==> src/rtl/step_ctrl.sv <==
// -----------------------------------------------------------------------------
// step_ctrl
//
// Run/halt and single-step controller for the MIPS core clock-enable.
//
// The raw step pushbutton (active-low) and the run switch come from board I/O
// and are asynchronous to clk. Each one is synchronized with two flops and
// then debounced. Edge detection on the debounced levels produces the
// one-cycle events that drive a four-state sequencer:
//   HALT  : processor frozen
//   STEP  : exactly one enabled cycle, then back to HALT
//   RUN   : enabled every cycle until run_fall or a breakpoint hit
//   BREAK : frozen on the breakpoint instruction (not executed)
//
// Ports
//   clk          processor clock; all logic on the rising edge
//   rst          asynchronous, active-low reset
//   step         raw step pushbutton, active-low (pressed = 0)
//   run_sw       raw run switch (1 = run)
//   bp_en        breakpoint enable (synchronous)
//   bp_addr      breakpoint address            [PC_WIDTH]
//   pc           current processor PC          [PC_WIDTH]
//   cnt_clr      synchronous clear of cycle_count
//   mips_en      processor clock-enable
//   halted       state is HALT or BREAK
//   at_break     state is BREAK
//   cycle_count  number of mips_en-high cycles [CNT_WIDTH], wraps
// -----------------------------------------------------------------------------
module step_ctrl #(
  parameter int DEBOUNCE_CYCLES = 16,
  parameter int PC_WIDTH        = 32,
  parameter int CNT_WIDTH       = 32
) (
  input  logic                 clk,
  input  logic                 rst,
  input  logic                 step,
  input  logic                 run_sw,
  input  logic                 bp_en,
  input  logic [PC_WIDTH-1:0]  bp_addr,
  input  logic [PC_WIDTH-1:0]  pc,
  input  logic                 cnt_clr,
  output logic                 mips_en,
  output logic                 halted,
  output logic                 at_break,
  output logic [CNT_WIDTH-1:0] cycle_count
);

  // ---------------------------------------------------------------------------
  // Input conditioning
  // ---------------------------------------------------------------------------
  // Channel 0 is the step button, channel 1 the run switch. Reset levels are
  // the idle levels of each input (button released = 1, switch off = 0) so no
  // spurious event appears when reset is released.
  localparam int             NCH     = 2;
  localparam int             DBW     = $clog2(DEBOUNCE_CYCLES + 1);
  localparam logic [DBW-1:0] DB_LAST = DBW'(DEBOUNCE_CYCLES - 1);
  localparam logic [NCH-1:0] RST_LVL = 2'b01;

  logic [NCH-1:0] w_raw;
  logic [NCH-1:0] w_db;     // debounced level
  logic [NCH-1:0] w_db_d;   // debounced level one cycle earlier

  assign w_raw = {run_sw, step};

  genvar gi;
  generate
    for (gi = 0; gi < NCH; gi++) begin : g_cond
      logic           r_s1;
      logic           r_s2;
      logic           r_db;
      logic           r_db_d;
      logic [DBW-1:0] r_cnt;

      always_ff @(posedge clk or negedge rst) begin
        if (!rst) begin
          r_s1   <= RST_LVL[gi];
          r_s2   <= RST_LVL[gi];
          r_db   <= RST_LVL[gi];
          r_db_d <= RST_LVL[gi];
          r_cnt  <= '0;
        end else begin
          r_s1   <= w_raw[gi];
          r_s2   <= r_s1;
          r_db_d <= r_db;
          // The counter only advances while the synchronized sample disagrees
          // with the accepted level; any agreeing sample restarts it, so a
          // level is accepted only after DEBOUNCE_CYCLES consecutive samples.
          if (r_s2 == r_db) begin
            r_cnt <= '0;
          end else if (r_cnt == DB_LAST) begin
            r_db  <= ~r_db;
            r_cnt <= '0;
          end else begin
            r_cnt <= r_cnt + DBW'(1);
          end
        end
      end

      assign w_db[gi]   = r_db;
      assign w_db_d[gi] = r_db_d;
    end
  endgenerate

  // ---------------------------------------------------------------------------
  // Events
  // ---------------------------------------------------------------------------
  logic w_press;
  logic w_run_rise;
  logic w_run_fall;

  assign w_press    =  w_db_d[0] & ~w_db[0];   // button 1 -> 0
  assign w_run_rise = ~w_db_d[1] &  w_db[1];
  assign w_run_fall =  w_db_d[1] & ~w_db[1];

  // ---------------------------------------------------------------------------
  // Sequencer
  // ---------------------------------------------------------------------------
  typedef enum logic [1:0] {
    S_HALT  = 2'd0,
    S_STEP  = 2'd1,
    S_RUN   = 2'd2,
    S_BREAK = 2'd3
  } state_t;

  state_t r_state;
  state_t w_state_next;
  logic   r_skip;
  logic   w_hit;

  // skip masks the breakpoint comparator for the first RUN cycle so a run
  // started while sitting on the breakpoint address makes progress.
  assign w_hit = bp_en & (pc == bp_addr) & ~r_skip;

  always_comb begin
    w_state_next = r_state;
    case (r_state)
      S_HALT: begin
        // run_rise wins over a coincident press; that press is discarded.
        if (w_run_rise) begin
          w_state_next = S_RUN;
        end else if (w_press) begin
          w_state_next = S_STEP;
        end
      end
      S_STEP: begin
        w_state_next = S_HALT;
      end
      S_RUN: begin
        if (w_run_fall) begin
          w_state_next = S_HALT;
        end else if (w_hit) begin
          w_state_next = S_BREAK;
        end
      end
      S_BREAK: begin
        // A press executes the breakpoint instruction via STEP and then
        // parks in HALT; resuming RUN needs a fresh run_rise.
        if (w_run_fall) begin
          w_state_next = S_HALT;
        end else if (w_press) begin
          w_state_next = S_STEP;
        end
      end
      default: begin
        w_state_next = S_HALT;
      end
    endcase
  end

  always_ff @(posedge clk or negedge rst) begin
    if (!rst) begin
      r_state <= S_HALT;
    end else begin
      r_state <= w_state_next;
    end
  end

  always_ff @(posedge clk or negedge rst) begin
    if (!rst) begin
      r_skip <= 1'b0;
    end else if ((r_state != S_RUN) && (w_state_next == S_RUN)) begin
      r_skip <= 1'b1;
    end else if (r_state == S_RUN) begin
      r_skip <= 1'b0;
    end
  end

  // ---------------------------------------------------------------------------
  // Outputs
  // ---------------------------------------------------------------------------
  // The enable is combinational on hit and run_fall so the processor is held
  // in the very cycle the breakpoint PC appears; the instruction at the
  // breakpoint is therefore not executed.
  assign mips_en  = (r_state == S_STEP) |
                    ((r_state == S_RUN) & ~w_hit & ~w_run_fall);
  assign halted   = (r_state == S_HALT) | (r_state == S_BREAK);
  assign at_break = (r_state == S_BREAK);

  // ---------------------------------------------------------------------------
  // Enabled-cycle counter (wraps; clear beats increment)
  // ---------------------------------------------------------------------------
  logic [CNT_WIDTH-1:0] r_cycle_count;

  always_ff @(posedge clk or negedge rst) begin
    if (!rst) begin
      r_cycle_count <= '0;
    end else if (cnt_clr) begin
      r_cycle_count <= '0;
    end else if (mips_en) begin
      r_cycle_count <= r_cycle_count + CNT_WIDTH'(1);
    end
  end

  assign cycle_count = r_cycle_count;

endmodule

==> config.mk <==
export PLATFORM = sky130hd
export DESIGN_NAME = step_ctrl
export DESIGN_NICKNAME = d
export VERILOG_FILES = /design/src/rtl/step_ctrl.sv
export SDC_FILE = /design/constraint.sdc
export NUM_CORES = 1
export LEC_CHECK = 0
export ABC_AREA = 1
export ABC_CLOCK_PERIOD_IN_PS = 2200
export CORE_MARGIN = 4
export CORE_UTILIZATION = 30
export CTS_BUF_LIST = sky130_fd_sc_hd__clkbuf_8
export DETAILED_ROUTE_END_ITERATION = 16
export DONT_BUFFER_PORTS = 1
export PLACE_DENSITY = 0.53
export SLEW_MARGIN = 20
export SYNTH_ARGS = -nofsm -noshare
export SYNTH_HDL_FRONTEND = slang
export SYNTH_SLANG_ARGS = --single-unit
==> constraint.sdc <==
create_clock -name clk -period 2.2 [get_ports clk]
set_clock_uncertainty 0.15 [all_clocks]
set_input_delay 0.55 -clock clk [delete_from_list [all_inputs] [get_ports clk]]
set_output_delay 0.55 -clock clk [all_outputs]
set_load 0.02 [all_outputs]
==> results.sh <==
export IMPL_fin_worst_hold_slack_ns=0.0664
export IMPL_vias_per_cell=4.77
export IMPL_dieArea_um2=13200
export IMPL_gp_congestion=0.780
export IMPL_vdd_ir_drop_max_v=0.000402
export IMPL_total_power_w=0.00251
export IMPL_design_area_um2=4130
export IMPL_final_util=0.376
export IMPL_grt_util_all_layers=0.133
export IMPL_p_leak_nw=2.00
export IMPL_fmax_mhz=468
export IMPL_crit_path_end_kind="output port"
export IMPL_area_delta_synth_final_pct=20.7
export IMPL_finalHoldViolCount=0
export IMPL_clockBufferDepth=2
export IMPL_core_um2=11000
export IMPL_yosysMostFrequentCell="nand2_1"
export IMPL_clkSinkCount=53
export IMPL_startpoint_type="register"
export IMPL_drv_cap=0
export IMPL_row_count=38
export IMPL_slew_viol_final=0
export IMPL_dieWidth_um=115
export IMPL_synth_enable_flop_cells=0
export IMPL_numPortBuffers=0
export IMPL_critical_path_class="reg2out"
export IMPL_die_h_um=115
export IMPL_grt_pass1_vias=3068
export IMPL_syn_inst=477
export IMPL_ys_dominant_reg_cell="dfrtp_1"
export IMPL_syn_area_um2=3420
export IMPL_max_slew_margin=0.639
export IMPL_yosys_top_cells_count="107 x nand2_1, 78 x inv_1, 56 x nor2_1, 49 x dfrtp_1, 29 x a21oi_1"
export IMPL_num_vias=3172
export IMPL_critPathMaxFanout=7
export IMPL_grt_overflow=0
export IMPL_drtPass1Iterations=4
export IMPL_yosysUniqueCellTypes=35
export IMPL_ant_nets=0
export IMPL_initial_utilization=0.312
export IMPL_synth_area_leaders="dfrtp_1 36%, nand2_1 12%, inv_1 8.6%, nor2_1 6.1%, a21oi_1 4.2%"
export IMPL_setup_viol=0
export IMPL_drc=0
export IMPL_avgSynthCellArea_um2=7.18
export IMPL_hold_path_class="in2reg"
export IMPL_antenna_found_initial=0
export IMPL_worstMarginPinSlew_ns=0.542
export IMPL_timing_final_crit_share=0.971
export IMPL_clk_pin_slew_ns=0.10
export IMPL_drt_iter0_drc=136
export IMPL_htree_levels=2
export IMPL_cts_tree="done"
export IMPL_fin_ws_ns=0.0644
export IMPL_clkLatencyLatePin_ns=0.32
export IMPL_p_per_area_nw_per_um2=606
export IMPL_yosysWarningCount=0
export IMPL_arrival_ns=1.44
export IMPL_io_pins=105
export IMPL_placed_cell_area_um2=3810
export IMPL_fin_nets=601
export IMPL_place_hpwl_um=6780
export IMPL_wl_per_cell_um=13.5
export IMPL_synth_top_area_share=0.358
export IMPL_diodes=0
export IMPL_grt_pass1_wl_um=14300
export IMPL_layout_min_cycle_time_ns=2.14
export IMPL_drive_gt1_frac=0.210
export IMPL_ys_seq_area_frac=0.389
export IMPL_place_ws_ns=-0.0912
export IMPL_synth_top_area_cell="dfrtp_1"
export IMPL_async_reset_ff_frac=1.00
export IMPL_syn_num_nets=554
export IMPL_synth_seq_cells=53
export IMPL_wl_um=9000
export IMPL_grt_max_degree=54
export IMPL_run_status="completed"
export IMPL_cts_buffers=5
export IMPL_cts_root_buf="clkbuf_8"
export IMPL_fill_cells=1174
export IMPL_required_ns=1.50
==> area by class of cell <==
cell class / count / area, um^2 / area share
timing repair buffer: 46 / 368 / 0.0890
inverter: 83 / 322 / 0.0778
multi-input combinational: 335 / 1820 / 0.441
clock buffer: 5 / 68.8 / 0.0167
clock inverter: 3 / 42.5 / 0.0103
tap: 140 / 175 / 0.0424
sequential: 53 / 1330 / 0.322
==> critical path, stage by stage, from the launching register on <==
cell	delay, ns
dfrtp_1	0.38
inv_2	0.05
nand3_1	0.07
nor2_1	0.09
nand2_1	0.05
nor2_1	0.12
nand3_2	0.12
nand2_4	0.11
nand2_8	0.10
==> layer usage <==
| metal | global-route usage | vias to the layer above | wire length [um] |
|---|---|---|---|
| li1 | - | 1598 | - |
| met1 | 0.165 | 1459 | 3680 |
| met2 | 0.230 | 106 | 4380 |
| met3 | 0.0432 | 9 | 874 |
| met4 | 0.0211 | 0 | 60 |
| met5 | 0 | - | 0 |
==> path summary, 6_finish.rpt <==
path / from / end / slack [ns] / cells after the start
min reg2reg: g_cond[1].r_s1$_DFF_PN0_ / g_cond[1].r_s2$_DFF_PN0_ / 0.21 / 0
max: r_skip$_DFFE_PN0P_ / mips_en / 0.06 / 8
min: step / g_cond[0].r_s1$_DFF_PN1_ / 0.07 / 0
max in group asynchronous: rst / g_cond[0].r_s1$_DFF_PN1_ / 1.03 / 2
min in group asynchronous: rst / cycle_count[31]$_DFFE_PN0P_ / 0.58 / 2
max reg2reg: cycle_count[0]$_DFFE_PN0P_ / cycle_count[24]$_DFFE_PN0P_ / 0.17 / 10
==> cells by family after synthesis <==
family | Yosys count | share of synthesized area
buffers and inverters | 90 | 0.105
xor gates and xnor gates | 23 | 0.0588
adders and majority gates | 7 | 0.0256
DFF | 53 | 0.389
AOI/OAI and AO/OA | 59 | 0.0906
and+or+nand+nor | 244 | 0.328
muxes | 1 | 0.00329
==> sequential cells by signal, indices dropped and copies added (netlist names) <==
name,count
g_cond.r_cnt,10
g_cond.r_db_d,2
g_cond.r_s1,2
r_state,2
g_cond.r_s2,2
r_skip,1
cycle_count,32
g_cond.r_db,2
==> report_power, final <==
part	leakage, nW	total [W]	internal (W)	switching, W
Combinational	1.23	0.000762	0.000294	0.000468
Sequential	0.710	0.00107	0.00103	0.0000397
Clock	0.0595	0.000677	0.000338	0.000339
==> metrics by stage <==
step	cells	TNS [ns]
final	665	0
after global routing	665	-0.0206
after detailed placement	644	-0.357
after CTS	658	0
after global placement	644	-0.0187
after floorplan	477	0
==> what timing repair did <==
| action | in CTS | in global routing |
|---|---|---|
| setup buffers | 3 | 7 |
| hold endpoints to repair | 53 | 0 |
| gates resized for setup | 4 | 31 |
| hold buffers | 2 | 0 |
| pin swaps | 2 | 30 |
| endpoints found under the setup margin | 1 | 8 |
| cloned | 1 | 0 |
==> cells in the final DEF (no fill, tap or decap), types with 4 or more instances in the layout <==
| cell | count |
|---|---|
| o21ai_0 | 17 |
| inv_1 | 69 |
| inv_2 | 11 |
| nand2_2 | 9 |
| a21oi_1 | 29 |
| and3_1 | 7 |
| dfstp_2 | 4 |
| nor2_1 | 52 |
| clkbuf_8 | 5 |
| o21ai_1 | 9 |
| inv_4 | 4 |
| ha_1 | 6 |
| xor2_1 | 10 |
| nand2_1 | 101 |
| buf_4 | 44 |
| nor2_2 | 7 |
| xnor2_1 | 12 |
| dfrtp_1 | 48 |
| nor3_1 | 19 |
| nand3_1 | 24 |
| nand4_1 | 7 |
Power figures use the tool's default switching activity.
